## src/rtl/cfunc_sized_fifo_if.sv

```systemverilog
// Producer/consumer side bundle of the arbitrary-depth FIFO.
// The count width matches the FIFO's own derivation for every legal DEPTH (>= 2).
interface cfunc_sized_fifo_if #(
    parameter int unsigned WIDTH = 8,
    parameter int unsigned DEPTH = 5
) ();
    localparam int unsigned CW = $clog2(DEPTH + 1);

    logic             push;
    logic [WIDTH-1:0] wr_data;
    logic             pop;
    logic             clr_err;
    logic [WIDTH-1:0] rd_data;
    logic             rd_valid;
    logic             full;
    logic             empty;
    logic             almost_full;
    logic             almost_empty;
    logic [CW-1:0]    count;
    logic             overflow;
    logic             underflow;

    modport master (
        output push, wr_data, pop, clr_err,
        input  rd_data, rd_valid, full, empty, almost_full, almost_empty,
               count, overflow, underflow
    );

    modport slave (
        input  push, wr_data, pop, clr_err,
        output rd_data, rd_valid, full, empty, almost_full, almost_empty,
               count, overflow, underflow
    );
endinterface

```

## src/rtl/cfunc_sized_fifo.sv

```systemverilog
// Single-clock FIFO of any depth >= 2; pointer and counter widths come from a
// constant function evaluated at elaboration.
module cfunc_sized_fifo #(
    parameter int unsigned WIDTH    = 8,
    parameter int unsigned DEPTH    = 5,
    parameter int unsigned AF_LEVEL = DEPTH - 1,
    parameter int unsigned AE_LEVEL = 1
) (
    input  logic                  clk,
    input  logic                  rst_n,
    cfunc_sized_fifo_if.slave     bus
);
    // Ceiling log2 with clog2(1) = 1 so a width is never zero.
    function automatic int unsigned clog2(input int unsigned v);
        int unsigned r;
        r = 0;
        for (int i = 0; i < 32; i++) begin
            if ((64'(1) << i) < 64'(v)) r = 32'(i) + 32'd1;
        end
        if (r == 0) r = 1;
        return r;
    endfunction

    localparam int unsigned AW = clog2(DEPTH);
    localparam int unsigned CW = clog2(DEPTH + 1);

    logic [WIDTH-1:0] mem [DEPTH];
    logic [AW-1:0]    wp;
    logic [AW-1:0]    rp;
    logic [CW-1:0]    cnt;
    logic [WIDTH-1:0] rd_data_q;
    logic             rd_valid_q;
    logic             overflow_q;
    logic             underflow_q;

    logic do_push;
    logic do_pop;

    // Wrap at DEPTH-1 rather than at a power of two.
    function automatic logic [AW-1:0] ptr_next(input logic [AW-1:0] p);
        return (p == AW'(DEPTH - 1)) ? '0 : p + AW'(1);
    endfunction

    // A push into a full FIFO is still taken when a pop frees a slot this cycle.
    always_comb begin
        do_pop  = bus.pop && (cnt != '0);
        do_push = bus.push && ((cnt != CW'(DEPTH)) || do_pop);
    end

    always_ff @(posedge clk) begin
        if (do_push) mem[wp] <= bus.wr_data;
    end

    always_ff @(posedge clk or negedge rst_n) begin
        if (!rst_n) begin
            wp          <= '0;
            rp          <= '0;
            cnt         <= '0;
            rd_data_q   <= '0;
            rd_valid_q  <= 1'b0;
            overflow_q  <= 1'b0;
            underflow_q <= 1'b0;
        end else begin
            rd_valid_q <= do_pop;
            if (do_push) wp <= ptr_next(wp);
            if (do_pop) begin
                rd_data_q <= mem[rp];
                rp        <= ptr_next(rp);
            end
            if (do_push && !do_pop)      cnt <= cnt + CW'(1);
            else if (do_pop && !do_push) cnt <= cnt - CW'(1);

            // A new error in the same cycle as clr_err keeps the flag set.
            if (bus.push && !do_push) overflow_q <= 1'b1;
            else if (bus.clr_err)     overflow_q <= 1'b0;
            if (bus.pop && !do_pop)   underflow_q <= 1'b1;
            else if (bus.clr_err)     underflow_q <= 1'b0;
        end
    end

    assign bus.rd_data      = rd_data_q;
    assign bus.rd_valid     = rd_valid_q;
    assign bus.count        = cnt;
    assign bus.full         = (cnt == CW'(DEPTH));
    assign bus.empty        = (cnt == '0);
    assign bus.almost_full  = (32'(cnt) >= AF_LEVEL);
    assign bus.almost_empty = (32'(cnt) <= AE_LEVEL);
    assign bus.overflow     = overflow_q;
    assign bus.underflow    = underflow_q;
endmodule

```

## src/flat_wrapper.sv

```systemverilog
// flat-port wrapper written by rule: the top's interface ports become plain ports
module cfunc_sized_fifo_flat 
#(
    parameter int unsigned WIDTH    = 8,
    parameter int unsigned DEPTH    = 5,
    parameter int unsigned AF_LEVEL = DEPTH - 1,
    parameter int unsigned AE_LEVEL = 1
)
  (clk, rst_n, bus_push, bus_wr_data, bus_pop, bus_clr_err, bus_rd_data, bus_rd_valid, bus_full, bus_empty, bus_almost_full, bus_almost_empty, bus_count, bus_overflow, bus_underflow);
  cfunc_sized_fifo_if #(.WIDTH(WIDTH), .DEPTH(DEPTH)) bus_i ();
  input  logic clk;
  input  logic rst_n;
  input wire logic [$bits(bus_i.push)-1:0] bus_push;
  input wire logic [$bits(bus_i.wr_data)-1:0] bus_wr_data;
  input wire logic [$bits(bus_i.pop)-1:0] bus_pop;
  input wire logic [$bits(bus_i.clr_err)-1:0] bus_clr_err;
  output wire logic [$bits(bus_i.rd_data)-1:0] bus_rd_data;
  output wire logic [$bits(bus_i.rd_valid)-1:0] bus_rd_valid;
  output wire logic [$bits(bus_i.full)-1:0] bus_full;
  output wire logic [$bits(bus_i.empty)-1:0] bus_empty;
  output wire logic [$bits(bus_i.almost_full)-1:0] bus_almost_full;
  output wire logic [$bits(bus_i.almost_empty)-1:0] bus_almost_empty;
  output wire logic [$bits(bus_i.count)-1:0] bus_count;
  output wire logic [$bits(bus_i.overflow)-1:0] bus_overflow;
  output wire logic [$bits(bus_i.underflow)-1:0] bus_underflow;
  assign bus_i.push = bus_push;
  assign bus_i.wr_data = bus_wr_data;
  assign bus_i.pop = bus_pop;
  assign bus_i.clr_err = bus_clr_err;
  assign bus_rd_data = bus_i.rd_data;
  assign bus_rd_valid = bus_i.rd_valid;
  assign bus_full = bus_i.full;
  assign bus_empty = bus_i.empty;
  assign bus_almost_full = bus_i.almost_full;
  assign bus_almost_empty = bus_i.almost_empty;
  assign bus_count = bus_i.count;
  assign bus_overflow = bus_i.overflow;
  assign bus_underflow = bus_i.underflow;
  cfunc_sized_fifo #(.WIDTH(WIDTH), .DEPTH(DEPTH), .AF_LEVEL(AF_LEVEL), .AE_LEVEL(AE_LEVEL)) u_core (.clk(clk), .rst_n(rst_n), .bus(bus_i));
endmodule
```

## config.mk

```make
export PLATFORM = sky130hd
export DESIGN_NAME = cfunc_sized_fifo_flat
export DESIGN_NICKNAME = d
export VERILOG_FILES = /design/src/rtl/cfunc_sized_fifo_if.sv /design/src/rtl/cfunc_sized_fifo.sv /design/src/flat_wrapper.sv
export SDC_FILE = /design/constraint.sdc
export NUM_CORES = 1
export LEC_CHECK = 0
export CORE_AREA = 2 2 63 77
export CTS_CLUSTER_SIZE = 40
export DETAILED_ROUTE_END_ITERATION = 12
export DIE_AREA = 0 0 65 79
export HOLD_SLACK_MARGIN = 0.03
export PLACE_DENSITY = 0.81
export SLEW_MARGIN = 20
export SYNTH_ARGS = -nofsm -noshare
export SYNTH_HDL_FRONTEND = slang
export SYNTH_SLANG_ARGS = --single-unit
```

## constraint.sdc

```tcl
create_clock -name clk -period 6.96 [get_ports clk]
set_clock_uncertainty 0.15 [all_clocks]
set_input_delay 2.088 -clock clk [delete_from_list [all_inputs] [get_ports clk]]
set_output_delay 2.088 -clock clk [all_outputs]
set_load 0.03 [all_outputs]
```

==> results.yml <==
finish:
  layout.cells.most_common: "edfxtp_1"
  fill_cells: 325
  final-instance-count-excl-fill: 256
  finalNetCount: 215
  syn_to_final_growth_pct: 21.6
  mostFrequentLayoutCells: "40 x edfxtp_1, 30 x clkdlybuf4s50_1, 20 x dfrtp_1"
  final_util_pct: 68.1
  drive_gt1_share_pct: 15.2
  antennaDiodeCount: 0
drt:
  wire_per_inst_um: 17.6
  vias_per_cell: 5.63
  dr_wl_met3_um: 196
  drt-met1-wl_um: 1730
  vias: 1440
  drt-initial-drc-count: 71
  met2WireLength_um: 2440
  detail_route.drc_violations: 0
  wl_um: 4510
  dr.pass1.iters: 4
  routed.top_layer: "met4"
  ant_nets: 0
clock_tree:
  cts_buffers: 9
  cts.sinks: 60
  path_clk_slew_ps: 60
  clockBufferDepth: 2
  root_buffer: "clkbuf_8"
  post_cts_buffers: 0
  holdBufCountCts: 0
  worstSkewPairLatency_ps: 340
  cts_tree: "yes"
  cts_resized: 0
  cts.htree.levels: 3
power:
  p_comb_share_pct: 37.2
  power.total_mw: 1.33
  clkPwrFrac_pct: 20.1
  p_sw_share_pct: 36.5
  powerDensity_nw_per_um2: 442
  peakVddDrop_mv: 0.186
  p_switching_mw: 0.486
  seq_power_share_pct: 42.7
  intPower_mw: 0.846
  p_leak_nw: 1.14
job:
  drv_cap: 0
die:
  io_pins: 31
  fp.coreArea_sq_um: 4430
  fp.dieArea_sq_um: 5140
  die_w_um: 65
  rows: 27
  initial_core_util_pct: 56.0
  die_h_um: 79
critical_path:
  crit_arrival_ps: 2230
  critPathMaxFanout: 14
  r2r-start: "u_core.bus.count[0]"
  crit_start: "u_core.bus.count[0]"
  crit_required_ps: 4720
  startpoint_type: "flip-flop"
  ff2ff_setup_slack_ps: 4700
  critical_path_class: "reg2out"
  end_kind: "output pin"
logic_synthesis:
  ys_types: 28
  ys_warn_count: 0
  syn-instance-count: 155
  synth_top_area_share_pct: 48.5
  syn-cell-area_sq_um: 2480
  synth.area.top_cells: "edfxtp_1 49%, dfrtp_1 20%, mux4_2 7.3%, ha_1 4.5%, a21oi_1 3.8%"
  synth_seq_cells: 60
  synthesis.area_per_instance_sq_um: 16.0
  synth_top_area_cell: "edfxtp_1"
  seq_area_frac_synth_pct: 68.7
  syn_nets: 177
grt:
  grt_use_total_pct: 20.3
  grt_max_degree: 21
  antenna_found_initial: 0
  overflow: 0
  grt_pass1_vias: 1447
  grt_pass1_wl_um: 7170
sta:
  period_share_pct: 64.2
  setup_ws_ps: 2490
  setup_viol: 0
  rsz0062_at_grt: "no"
  layout_min_cycle_time_ps: 4470
  hold_viol_final: 0
  fin_setup_tns_ps: 0
  tightest_slew_ps: 912
  timing.final.max_slew_violations: 0
  fmax_mhz: 224
  max_slew_margin_pct: 39.0
placed_design:
  numPortBuffers: 30
  dp_hpwl_um: 3070
  dp_cells: 240
  dp_slack_ps: 2730
  gp_congestion: 0.740
min_path:
  hp-class: "reg2reg"
  holdCritStartpoint: "u_core.bus.overflow"
outcome:
  status: "finished, final reports clean"
## power groups by stage
stage	sequential, mW	combinational, mW	clock [mW]
after global placement	0.567	0.477	0
after CTS	0.569	0.502	0.273
after global routing	0.581	0.536	0.289
final	0.568	0.495	0.268
after detailed placement	0.576	0.500	0
after floorplan	0.603	0.289	0
## layer usage
metal | GRT usage (%) | vias to the layer above
met4 | 14.7 | 0
met5 | 0 | -
met3 | 5.10 | 12
li1 | - | 662
met1 | 22.2 | 728
met2 | 33.9 | 38
## worst max-delay path, stage by stage, from the launching register on
cell	delay [ps]
dfrtp_1	440
inv_1	120
ha_1	220
nand2b_1	400
inv_1	100
clkdlybuf4s50_1	610
## registers in the layout, summed over array words and instances (netlist names)
| register | count |
|---|---|
| u_core.rp | 3 |
| u_core.bus.rd_valid | 1 |
| u_core.mem | 40 |
| u_core.wp | 3 |
| u_core.bus.rd_data | 8 |
| u_core.bus.count | 3 |
| u_core.bus.overflow | 1 |
| u_core.bus.underflow | 1 |
## final timing paths
path,cells past startpoint,endpoint
max,5,bus_empty
min reg2reg,1,u_core.bus.overflow
max reg2reg,8,u_core.bus.count[2]
max in group asynchronous,1,u_core.bus.rd_data[1]
min in group asynchronous,1,u_core.rp[1]
min,1,u_core.bus.overflow
## metrics by stage
step / hold WS [ps] / cell area [sq um]
after floorplan: 369 / 2480
after global placement: 320 / 2840
after detailed placement: 332 / 2840
after CTS: 347 / 3010
after global routing: 376 / 3010
final: 345 / 3010
## synth_stat cells (all sizes together)
master and n:
clkbuf 3, nor2 2, xor2 2, inv 12, ha 9, edfxtp 40
o21ai 4, a21oi 19, nor4b 1, xnor2 1, o211ai 1, mux2 2
dfrtp 20, nand3 2, o2bb2ai 2, mux2i 9, buf 5, a22o 1
nor2b 1, mux4 8, o221ai 1, nand2b 2, a32o 1, nand2 3
nor4 4
## logic make-up (layout without fill, tap and decap cells)
family                     count (synthesis)  count (layout)  synth area share, %
muxes                                     19              19                 11.8
and+or+nand+nor                           15              15                 3.28
xor gates and xnor gates                   3               3                 1.06
DFF                                       60              60                 68.7
buffers and inverters                     20              63                 3.64
adders and majority gates                  9               9                 4.55
AOI/OAI and AO/OA                         29              29                 6.92
## cell type report
| type | instances | area (sq um) | share of cell area [%] |
|---|---|---|---|
| well taps | 58 | 72.6 | 2.41 |
| multi-input cells | 75 | 684 | 22.7 |
| repair buffers | 35 | 338 | 11.2 |
| inverters | 12 | 45.0 | 1.50 |
| clock buffers | 12 | 145 | 4.82 |
| clock inverters | 4 | 25.0 | 0.831 |
| flip-flops and latches | 60 | 1700 | 56.5 |
No activity file was read; power rests on OpenSTA's default activity.
